==> config.mk <==
export PLATFORM = sky130hd
export DESIGN_NAME = codificador_maq
export DESIGN_NICKNAME = d
export VERILOG_FILES = /design/src/rtl/codificador_maq.sv
export SDC_FILE = /design/constraint.sdc
export NUM_CORES = 1
export LEC_CHECK = 0
export ABC_AREA = 0
export BUFFER_PORTS_ARGS = -buffer_cell sky130_fd_sc_hd__buf_2
export CAP_MARGIN = 10
export CORE_ASPECT_RATIO = 0.75
export CORE_MARGIN = 1.5
export CORE_UTILIZATION = 40
export DETAILED_ROUTE_END_ITERATION = 16
export PLACE_DENSITY = 0.69
export SETUP_SLACK_MARGIN = 0.05
export SYNTH_ARGS = -nofsm -noshare
export SYNTH_HDL_FRONTEND = slang
export SYNTH_SLANG_ARGS = --single-unit
==> constraint.sdc <==
create_clock -name clk -period 3.6 [get_ports clk]
set_input_delay 0.36 -clock clk [delete_from_list [all_inputs] [get_ports clk]]
set_output_delay 0.36 -clock clk [all_outputs]
set_load 0.02 [all_outputs]
==> src/rtl/codificador_maq.sv <==
// codificador_maq
// Sends a framed character sequence to a downstream consumer over a
// valid/accept handshake. A start request sends C1..CN (N = Comprimento,
// 1..5), followed by a terminator: C6 for N = 1..3, C8 for N = 4..5.
// GAP idle cycles can be inserted between consecutive characters. An abort
// replaces the pending character with C7 and ends the message without a
// completion pulse.
//
// Parameters
//   GAP         : number of idle cycles between consecutive characters
//   CHAR_OCIOSO : value driven on Saida whenever Valido is low
// Ports
//   clk         : clock; all state changes happen on its rising edge
//   Reset       : asynchronous reset, active low
//   Inicio      : start request, only honoured while idle
//   Comprimento : sequence length, sampled together with Inicio
//   Abortar     : cancel the message in progress
//   Aceite      : consumer ready; a character moves when Valido & Aceite
//   Saida       : character being offered
//   Valido      : Saida holds a character
//   Controle    : copy of Ocupado, drives the decoder enable
//   Ocupado     : a message is in progress
//   Concluido   : one-cycle pulse when a message completes normally
//   Erro        : one-cycle pulse when a start request is rejected
module codificador_maq #(
  parameter int         GAP         = 0,
  parameter logic [6:0] CHAR_OCIOSO = 7'b0000000
) (
  input  logic       clk,
  input  logic       Reset,
  input  logic       Inicio,
  input  logic [2:0] Comprimento,
  input  logic       Abortar,
  input  logic       Aceite,
  output logic [6:0] Saida,
  output logic       Valido,
  output logic       Controle,
  output logic       Ocupado,
  output logic       Concluido,
  output logic       Erro
);

  // Gap counter must hold GAP; keep at least one bit when GAP is 0.
  localparam int          GW       = (GAP > 0) ? $clog2(GAP + 1) : 1;
  localparam logic [GW-1:0] GAP_LOAD = GW'(GAP);

  localparam logic [6:0] C1 = 7'b1100000;
  localparam logic [6:0] C2 = 7'b1000100;
  localparam logic [6:0] C3 = 7'b1111100;
  localparam logic [6:0] C4 = 7'b1011010;
  localparam logic [6:0] C5 = 7'b1101110;
  localparam logic [6:0] C6 = 7'b1001001;
  localparam logic [6:0] C7 = 7'b1110101;
  localparam logic [6:0] C8 = 7'b1010011;

  typedef enum logic [2:0] {
    OCIOSO,
    ENVIA,
    PAUSA,
    TERMINA,
    ABORTA
  } state_t;

  state_t          state_q, state_d;
  logic [2:0]      n_q, n_d;
  logic [2:0]      k_q, k_d;
  logic [GW-1:0]   gap_q, gap_d;
  logic            fim_q, fim_d;
  logic            conc_q, conc_d;
  logic            erro_q, erro_d;
  logic            transfer;
  logic            lenOk;

  assign transfer = Valido & Aceite;
  assign lenOk    = (Comprimento != 3'd0) && (Comprimento <= 3'd5);

  // fim_q remembers that the pause in progress is the one before the
  // terminator, so the index counter never has to run past N.
  always_comb begin
    state_d = state_q;
    n_d     = n_q;
    k_d     = k_q;
    gap_d   = gap_q;
    fim_d   = fim_q;
    conc_d  = 1'b0;
    erro_d  = 1'b0;
    case (state_q)
      OCIOSO: begin
        if (Inicio) begin
          if (lenOk) begin
            n_d     = Comprimento;
            k_d     = 3'd1;
            fim_d   = 1'b0;
            state_d = ENVIA;
          end else begin
            erro_d = 1'b1;
          end
        end
      end
      ENVIA: begin
        // An abort wins whether or not the current character moved; a
        // character that did move is simply considered sent.
        if (Abortar) begin
          state_d = ABORTA;
        end else if (transfer) begin
          if (k_q == n_q) begin
            if (GAP == 0) begin
              state_d = TERMINA;
            end else begin
              fim_d   = 1'b1;
              gap_d   = GAP_LOAD;
              state_d = PAUSA;
            end
          end else begin
            k_d = k_q + 3'd1;
            if (GAP != 0) begin
              gap_d   = GAP_LOAD;
              state_d = PAUSA;
            end
          end
        end
      end
      PAUSA: begin
        if (Abortar) begin
          state_d = ABORTA;
        end else if (gap_q <= GW'(1)) begin
          state_d = fim_q ? TERMINA : ENVIA;
        end else begin
          gap_d = gap_q - GW'(1);
        end
      end
      TERMINA: begin
        if (Abortar) begin
          state_d = ABORTA;
        end else if (transfer) begin
          conc_d  = 1'b1;
          state_d = OCIOSO;
        end
      end
      ABORTA: begin
        if (transfer) begin
          state_d = OCIOSO;
        end
      end
      default: begin
        state_d = OCIOSO;
      end
    endcase
  end

  always_ff @(posedge clk or negedge Reset) begin
    if (!Reset) begin
      state_q <= OCIOSO;
      n_q     <= 3'd0;
      k_q     <= 3'd0;
      gap_q   <= '0;
      fim_q   <= 1'b0;
      conc_q  <= 1'b0;
      erro_q  <= 1'b0;
    end else begin
      state_q <= state_d;
      n_q     <= n_d;
      k_q     <= k_d;
      gap_q   <= gap_d;
      fim_q   <= fim_d;
      conc_q  <= conc_d;
      erro_q  <= erro_d;
    end
  end

  // Outputs decode straight from state so reset clears them immediately.
  always_comb begin
    Ocupado   = (state_q != OCIOSO);
    Controle  = Ocupado;
    Valido    = (state_q == ENVIA) || (state_q == TERMINA) || (state_q == ABORTA);
    Concluido = conc_q;
    Erro      = erro_q;
    Saida     = CHAR_OCIOSO;
    case (state_q)
      ENVIA: begin
        case (k_q)
          3'd1:    Saida = C1;
          3'd2:    Saida = C2;
          3'd3:    Saida = C3;
          3'd4:    Saida = C4;
          3'd5:    Saida = C5;
          default: Saida = CHAR_OCIOSO;
        endcase
      end
      TERMINA: Saida = (n_q <= 3'd3) ? C6 : C8;
      ABORTA:  Saida = C7;
      default: Saida = CHAR_OCIOSO;
    endcase
  end

endmodule
# After elaboration in Yosys (flattened, before gate mapping)
# Index checks and enable logic that the tools add are counted.
# totals
elab_cells	66
output_inout_bits	12
inputBits	8
regBits	12
# op_classes
n_addsub	2
order_cmp	3
reduce_logical	11
n_eq_ne	18
muxes	23
n_bitwise	3
# op_table
operator	count
3-bit two-way mux	12
7-bit case mux with 5 select lines	1
7-bit case mux with 3 select lines	1
3-bit case mux with 5 select lines	1
3-bit by 2-bit equality test with 1-bit output, second input constant	4
2-bit != test, second input constant	5
3-bit equality test, second input constant	3
3-bit != test, second input constant	3
3-bit by 1-bit equality test with 1-bit output, second input constant	2
1-bit two-way mux	6
3-bit case mux with 2 select lines	1
3-bit AND reduction	2
6-bit AND reduction	1
3-bit nonzero test	2
5-bit two-way mux	1
5-bit AND reduction	1
3-bit by 1-bit adder with 3-bit output, second input constant	1
3-bit equality test	1
3-bit by 2-bit <= comparator with 1-bit output, second input constant	1
3-bit <= comparator, second input constant	1
3-bit zero test	1
1-bit logical OR	2
1-bit NOT	2
2-bit nonzero test	1
other kinds (4)	4

# Depth between registers and ports, before layout
# depth
ltp_word	7
depth_mapped	7
mapped_depth_nobuf	6

# Worst setup path after synthesis
# OpenSTA, ideal clock, no wires.
# synth_timing
path_kind	register -> output
startpoint	reg k_q[0]
endpoint	out Saida[4]
stages_incl_launch_ff	7
path_slack_ps	1631
arrival_time_ps	1609
path_cell_list	dfrtp_1 > ha_1 > ha_1 > inv_1 > a311oi_1 > a21oi_1 > o21ai_0
# synth_between
elab_chain_cells	3
elab_cells_between_ends	7
cone_classes	eq/ne (5); mux (2)
# synth_lines
element	line	text
from (decl)	66	logic [2:0] k_q, k_d;
from (signal assigned)	163	k_q <= k_d;
3-bit equality test, or another cell as far along	181	case (k_q)
7-bit case mux with 5 select lines (*)	181	
7-bit case mux with 3 select lines (*)	179	case (state_q)
to (decl)	35	output logic [6:0] Saida,
# Mark *: on every way between the ends. The rest lies on a longest branch, timed or not.

# Worst setup path after layout
# Same ends and word-level chain as after synthesis.

==> flow_results.xml <==
<?xml version="1.0" encoding="UTF-8"?>
<metrics>
  <group name="worst_setup_path">
    <metric name="reg2reg_depth" unit="">3</metric>
    <metric name="cp_max_fo" unit="">7</metric>
    <metric name="worst_ep_arrival_time" unit="ns">1.88</metric>
    <metric name="reg2reg_slack" unit="ns">2.04</metric>
    <metric name="r2r_end" unit="">n_q[0]</metric>
    <metric name="endpoint_kind" unit="">output port</metric>
    <metric name="timing_worst_setup_path_type" unit="">flop to output port</metric>
    <metric name="critical_path.reg2reg.startpoint" unit="">state_q[1]</metric>
    <metric name="worst_ep_required_time" unit="ns">3.24</metric>
    <metric name="cp-start-kind" unit="">flop</metric>
  </group>
  <group name="final_layout">
    <metric name="finish.cell_count_without_fillers" unit="">150</metric>
    <metric name="area_delta_synth_final" unit="%">14.41</metric>
    <metric name="final_net_count" unit="">140</metric>
    <metric name="number_of_filler_cells_placed_in_the_layout" unit="">202</metric>
    <metric name="multi_input_combinational_cell_area" unit="sq um">534.3</metric>
    <metric name="ff_latch_area" unit="sq um">275.3</metric>
    <metric name="drive_gt1_share" unit="%">19.84</metric>
    <metric name="num_antenna_cells" unit="">0</metric>
  </group>
  <group name="placed_design">
    <metric name="gpl.final_weighted_congestion" unit="">0.8974</metric>
    <metric name="port_buffers" unit="">19</metric>
    <metric name="detailedPlacementHpwl" unit="um">1473</metric>
    <metric name="dp.cells" unit="">145</metric>
  </group>
  <group name="status">
    <metric name="status" unit="">completed</metric>
  </group>
  <group name="yosys">
    <metric name="synth-warning-count" unit="">0</metric>
    <metric name="gate_count_after_technology_mapping" unit="">108</metric>
    <metric name="ys_types" unit="">36</metric>
    <metric name="syn-mean-instance-area" unit="sq um">8.040</metric>
    <metric name="synth-seq-cells" unit="">11</metric>
    <metric name="synth_largest_type_area_fraction" unit="%">31.70</metric>
    <metric name="synth-seq-area-share" unit="%">31.70</metric>
    <metric name="top_count_cell_post_synth" unit="">sky130_fd_sc_hd__nand2_1</metric>
    <metric name="post_synth_main_area_contributors" unit="">sky130_fd_sc_hd__dfrtp_1, sky130_fd_sc_hd__ha_1, sky130_fd_sc_hd__a21oi_1</metric>
    <metric name="dominant_register_cell_in_the_synthesized_netlist" unit="">sky130_fd_sc_hd__dfrtp_1</metric>
    <metric name="synth-async-reset-ratio" unit="%">100.0</metric>
    <metric name="synth-edff-count" unit="">0</metric>
    <metric name="synthesized_nets" unit="">121</metric>
    <metric name="synthTopCellsByCount" unit="">sky130_fd_sc_hd__nand2_1, sky130_fd_sc_hd__a21oi_1, sky130_fd_sc_hd__dfrtp_1</metric>
    <metric name="synth.largest_area_cell" unit="">sky130_fd_sc_hd__dfrtp_1</metric>
    <metric name="synth.cell_area" unit="sq um">868.3</metric>
  </group>
  <group name="global_routing">
    <metric name="first_global_vias" unit="">721</metric>
    <metric name="grt_use_total" unit="%">16.84</metric>
    <metric name="remaining_global_route_overflow" unit="">0</metric>
    <metric name="grt_antenna_before_repair" unit="">0</metric>
    <metric name="grt_max_degree" unit="">21</metric>
    <metric name="grt_first_pass_wirelength" unit="um">3180</metric>
  </group>
  <group name="sta">
    <metric name="slew_margin_rel" unit="%">62.83</metric>
    <metric name="finalMaxSlewViolations" unit="">0</metric>
    <metric name="fmax" unit="GHz">0.4466</metric>
    <metric name="post-route-period-util" unit="%">62.20</metric>
    <metric name="worst_pin_slew" unit="ns">0.5575</metric>
    <metric name="report.final.setup_viol" unit="">0</metric>
    <metric name="rsz0062_at_grt" unit="">no</metric>
    <metric name="worst_clock_skew" unit="ns">0.01157</metric>
    <metric name="post-route-min-period" unit="ns">2.239</metric>
    <metric name="finalSetupTns" unit="ns">0</metric>
    <metric name="timing.final.hold_violations" unit="">0</metric>
  </group>
  <group name="worst_hold_path">
    <metric name="min_to" unit="">n_q[2]</metric>
    <metric name="hold_path_depth" unit="">2</metric>
    <metric name="min-delay-path-class" unit="">input port to flop</metric>
    <metric name="hold_start" unit="">Comprimento[1]</metric>
  </group>
  <group name="cts">
    <metric name="max-clock-path-buffers" unit="">2</metric>
    <metric name="worst_skew_pair.late_latency" unit="ns">0.27</metric>
    <metric name="htreeDepth" unit="">1</metric>
    <metric name="tritoncts" unit="">done</metric>
    <metric name="clock_buffers_created_by_tritoncts" unit="">3</metric>
    <metric name="tritoncts_num_sinks" unit="">11</metric>
    <metric name="clock_tree.root_cell" unit="">sky130_fd_sc_hd__clkbuf_4</metric>
    <metric name="clk_transition_reported_paths" unit="ns">0.07</metric>
  </group>
  <group name="routing">
    <metric name="dr_total_vias" unit="">800</metric>
    <metric name="vias_per_cell" unit="">5.333</metric>
    <metric name="dr_wl_met3" unit="um">100</metric>
    <metric name="first_drt_iteration_drcs" unit="">29</metric>
    <metric name="drt_wl_total" unit="um">1884</metric>
    <metric name="route.detailed.drc" unit="">0</metric>
    <metric name="met2_wirelength" unit="um">834</metric>
    <metric name="ant_nets" unit="">0</metric>
    <metric name="topRoutingLayerUsed" unit="">met3</metric>
    <metric name="wl_cell" unit="um">12.56</metric>
    <metric name="wire_length_on_met1" unit="um">949</metric>
    <metric name="drt_first_pass_iters" unit="">5</metric>
  </group>
  <group name="die">
    <metric name="die_x" unit="um">56.80</metric>
    <metric name="num_io_pins" unit="">20</metric>
    <metric name="floorplan.initialDensity" unit="%">42.73</metric>
    <metric name="dieArea" unit="sq mm">0.002462</metric>
    <metric name="rows" unit="">14</metric>
    <metric name="core_area" unit="sq mm">0.002032</metric>
    <metric name="floorplan.die.height" unit="um">43.35</metric>
  </group>
  <group name="power_and_ir_drop">
    <metric name="power_density" unit="mW/mm^2">808.5</metric>
    <metric name="worst_ir_drop_on_vdd" unit="mV">0.3843</metric>
    <metric name="p_leak" unit="nW">0.4710</metric>
  </group>
  <group name="flow_run">
    <metric name="drv.max_cap_violation_count" unit="">0</metric>
  </group>
</metrics>
-- registers in the layout, summed over array words and instances, names as in the netlist --
name	cells
Concluido	1
Erro	1
k_q	3
n_q	3
state_q	3
-- metrics by stage --
step / hold WS (ns) / power [mW] / util (%) / instance area, sq um / setup slack [ns]
2_1_floorplan: 0.06441 / 0.6086 / - / 868.3 / 1.631
3_3_place_gp: 0.2434 / 0.7091 / 47.11 / 957.2 / 1.731
3_5_place_dp: 0.2474 / 0.7201 / 47.11 / 957.2 / 1.651
4_1_cts: 0.3156 / 0.8071 / 48.89 / 993.5 / 1.346
5_1_grt: 0.3219 / 0.8759 / 48.89 / 993.5 / 1.169
6_report: 0.3258 / 0.8032 / 48.89 / 993.5 / 1.361
-- cell type report --
type | count | area share, %
repair buffers | 20 | 10.58
multi-input cells | 85 | 53.78
flip-flops and latches | 11 | 27.71
well taps | 24 | 3.023
inverters | 6 | 2.267
clock buffers | 4 | 2.645
-- critical path, stage by stage (launching register included) --
cell	delay (ns)
sky130_fd_sc_hd__dfrtp_1	0.47
sky130_fd_sc_hd__ha_1	0.25
sky130_fd_sc_hd__ha_1	0.23
sky130_fd_sc_hd__inv_1	0.05
sky130_fd_sc_hd__a311oi_1	0.22
sky130_fd_sc_hd__a21oi_1	0.06
sky130_fd_sc_hd__o21ai_0	0.15
sky130_fd_sc_hd__buf_2	0.18
-- metal layers --
| metal | GRT usage, % | up-vias |
|---|---|---|
| li1 | - | 419 |
| met1 | 22.51 | 363 |
| met2 | 26.74 | 18 |
| met3 | 7.463 | 0 |
| met4 | 1.395 | 0 |
| met5 | 0 | - |
-- worst max-delay path by stage --
stage,startpoint,endpoint,slack (ns),cells past startpoint
CTS,k_q[0],Saida[4],1.35,7
finish,k_q[0],Saida[4],1.36,7
detailed placement,k_q[0],Saida[4],1.65,7
global route,k_q[0],Saida[4],1.17,7
floorplan,k_q[0],Saida[4],1.63,6
global placement,k_q[0],Saida[5],1.73,6
-- cell families (layout without fill, tap and decap cells) --
family                     Yosys count  after routing  synth area share [%]
buffers and inverters               12             30                 6.772
muxes                                2              2                 2.306
DFF                                 11             11                 31.70
AOI/OAI and AO/OA                   36             36                 25.51
and+or+nand+nor                     38             38                 22.48
xor gates and xnor gates             4              4                 4.034
adders and majority gates            5              5                 7.205
-- what timing repair did --
item / CTS / global route
gates resized for setup: 0 / 0
hold buffers: 1 / 0
hold endpoints to repair: 11 / 0
buffers inserted: 0 / 0
-- report_power, final --
| part | switching [mW] | internal, mW | total [mW] |
|---|---|---|---|
| Sequential | 0.0718 | 0.165 | 0.237 |
| Clock | 0.0408 | 0.0429 | 0.0837 |
| Combinational | 0.295 | 0.188 | 0.483 |
-- placed cells by master (no fill, tap or decap), types with 2 or more instances in the layout --
cell type                   netlist  routed
sky130_fd_sc_hd__a21oi_1         11      11
sky130_fd_sc_hd__a311oi_1         2       2
sky130_fd_sc_hd__buf_2            2      19
sky130_fd_sc_hd__clkbuf_4         0       3
sky130_fd_sc_hd__dfrtp_1         11      11
sky130_fd_sc_hd__ha_1             5       5
sky130_fd_sc_hd__inv_1            6       6
sky130_fd_sc_hd__mux2i_1          2       2
sky130_fd_sc_hd__nand2_1         13      13
sky130_fd_sc_hd__nand2b_1         4       4
sky130_fd_sc_hd__nand3b_1         3       3
sky130_fd_sc_hd__nor2_1           8       8
sky130_fd_sc_hd__nor3_1           2       2
sky130_fd_sc_hd__o21ai_0          6       6
sky130_fd_sc_hd__o21ai_1          7       7
sky130_fd_sc_hd__o2bb2ai_1        2       2
sky130_fd_sc_hd__xnor2_1          4       4
(Power assumes the default switching activity.)
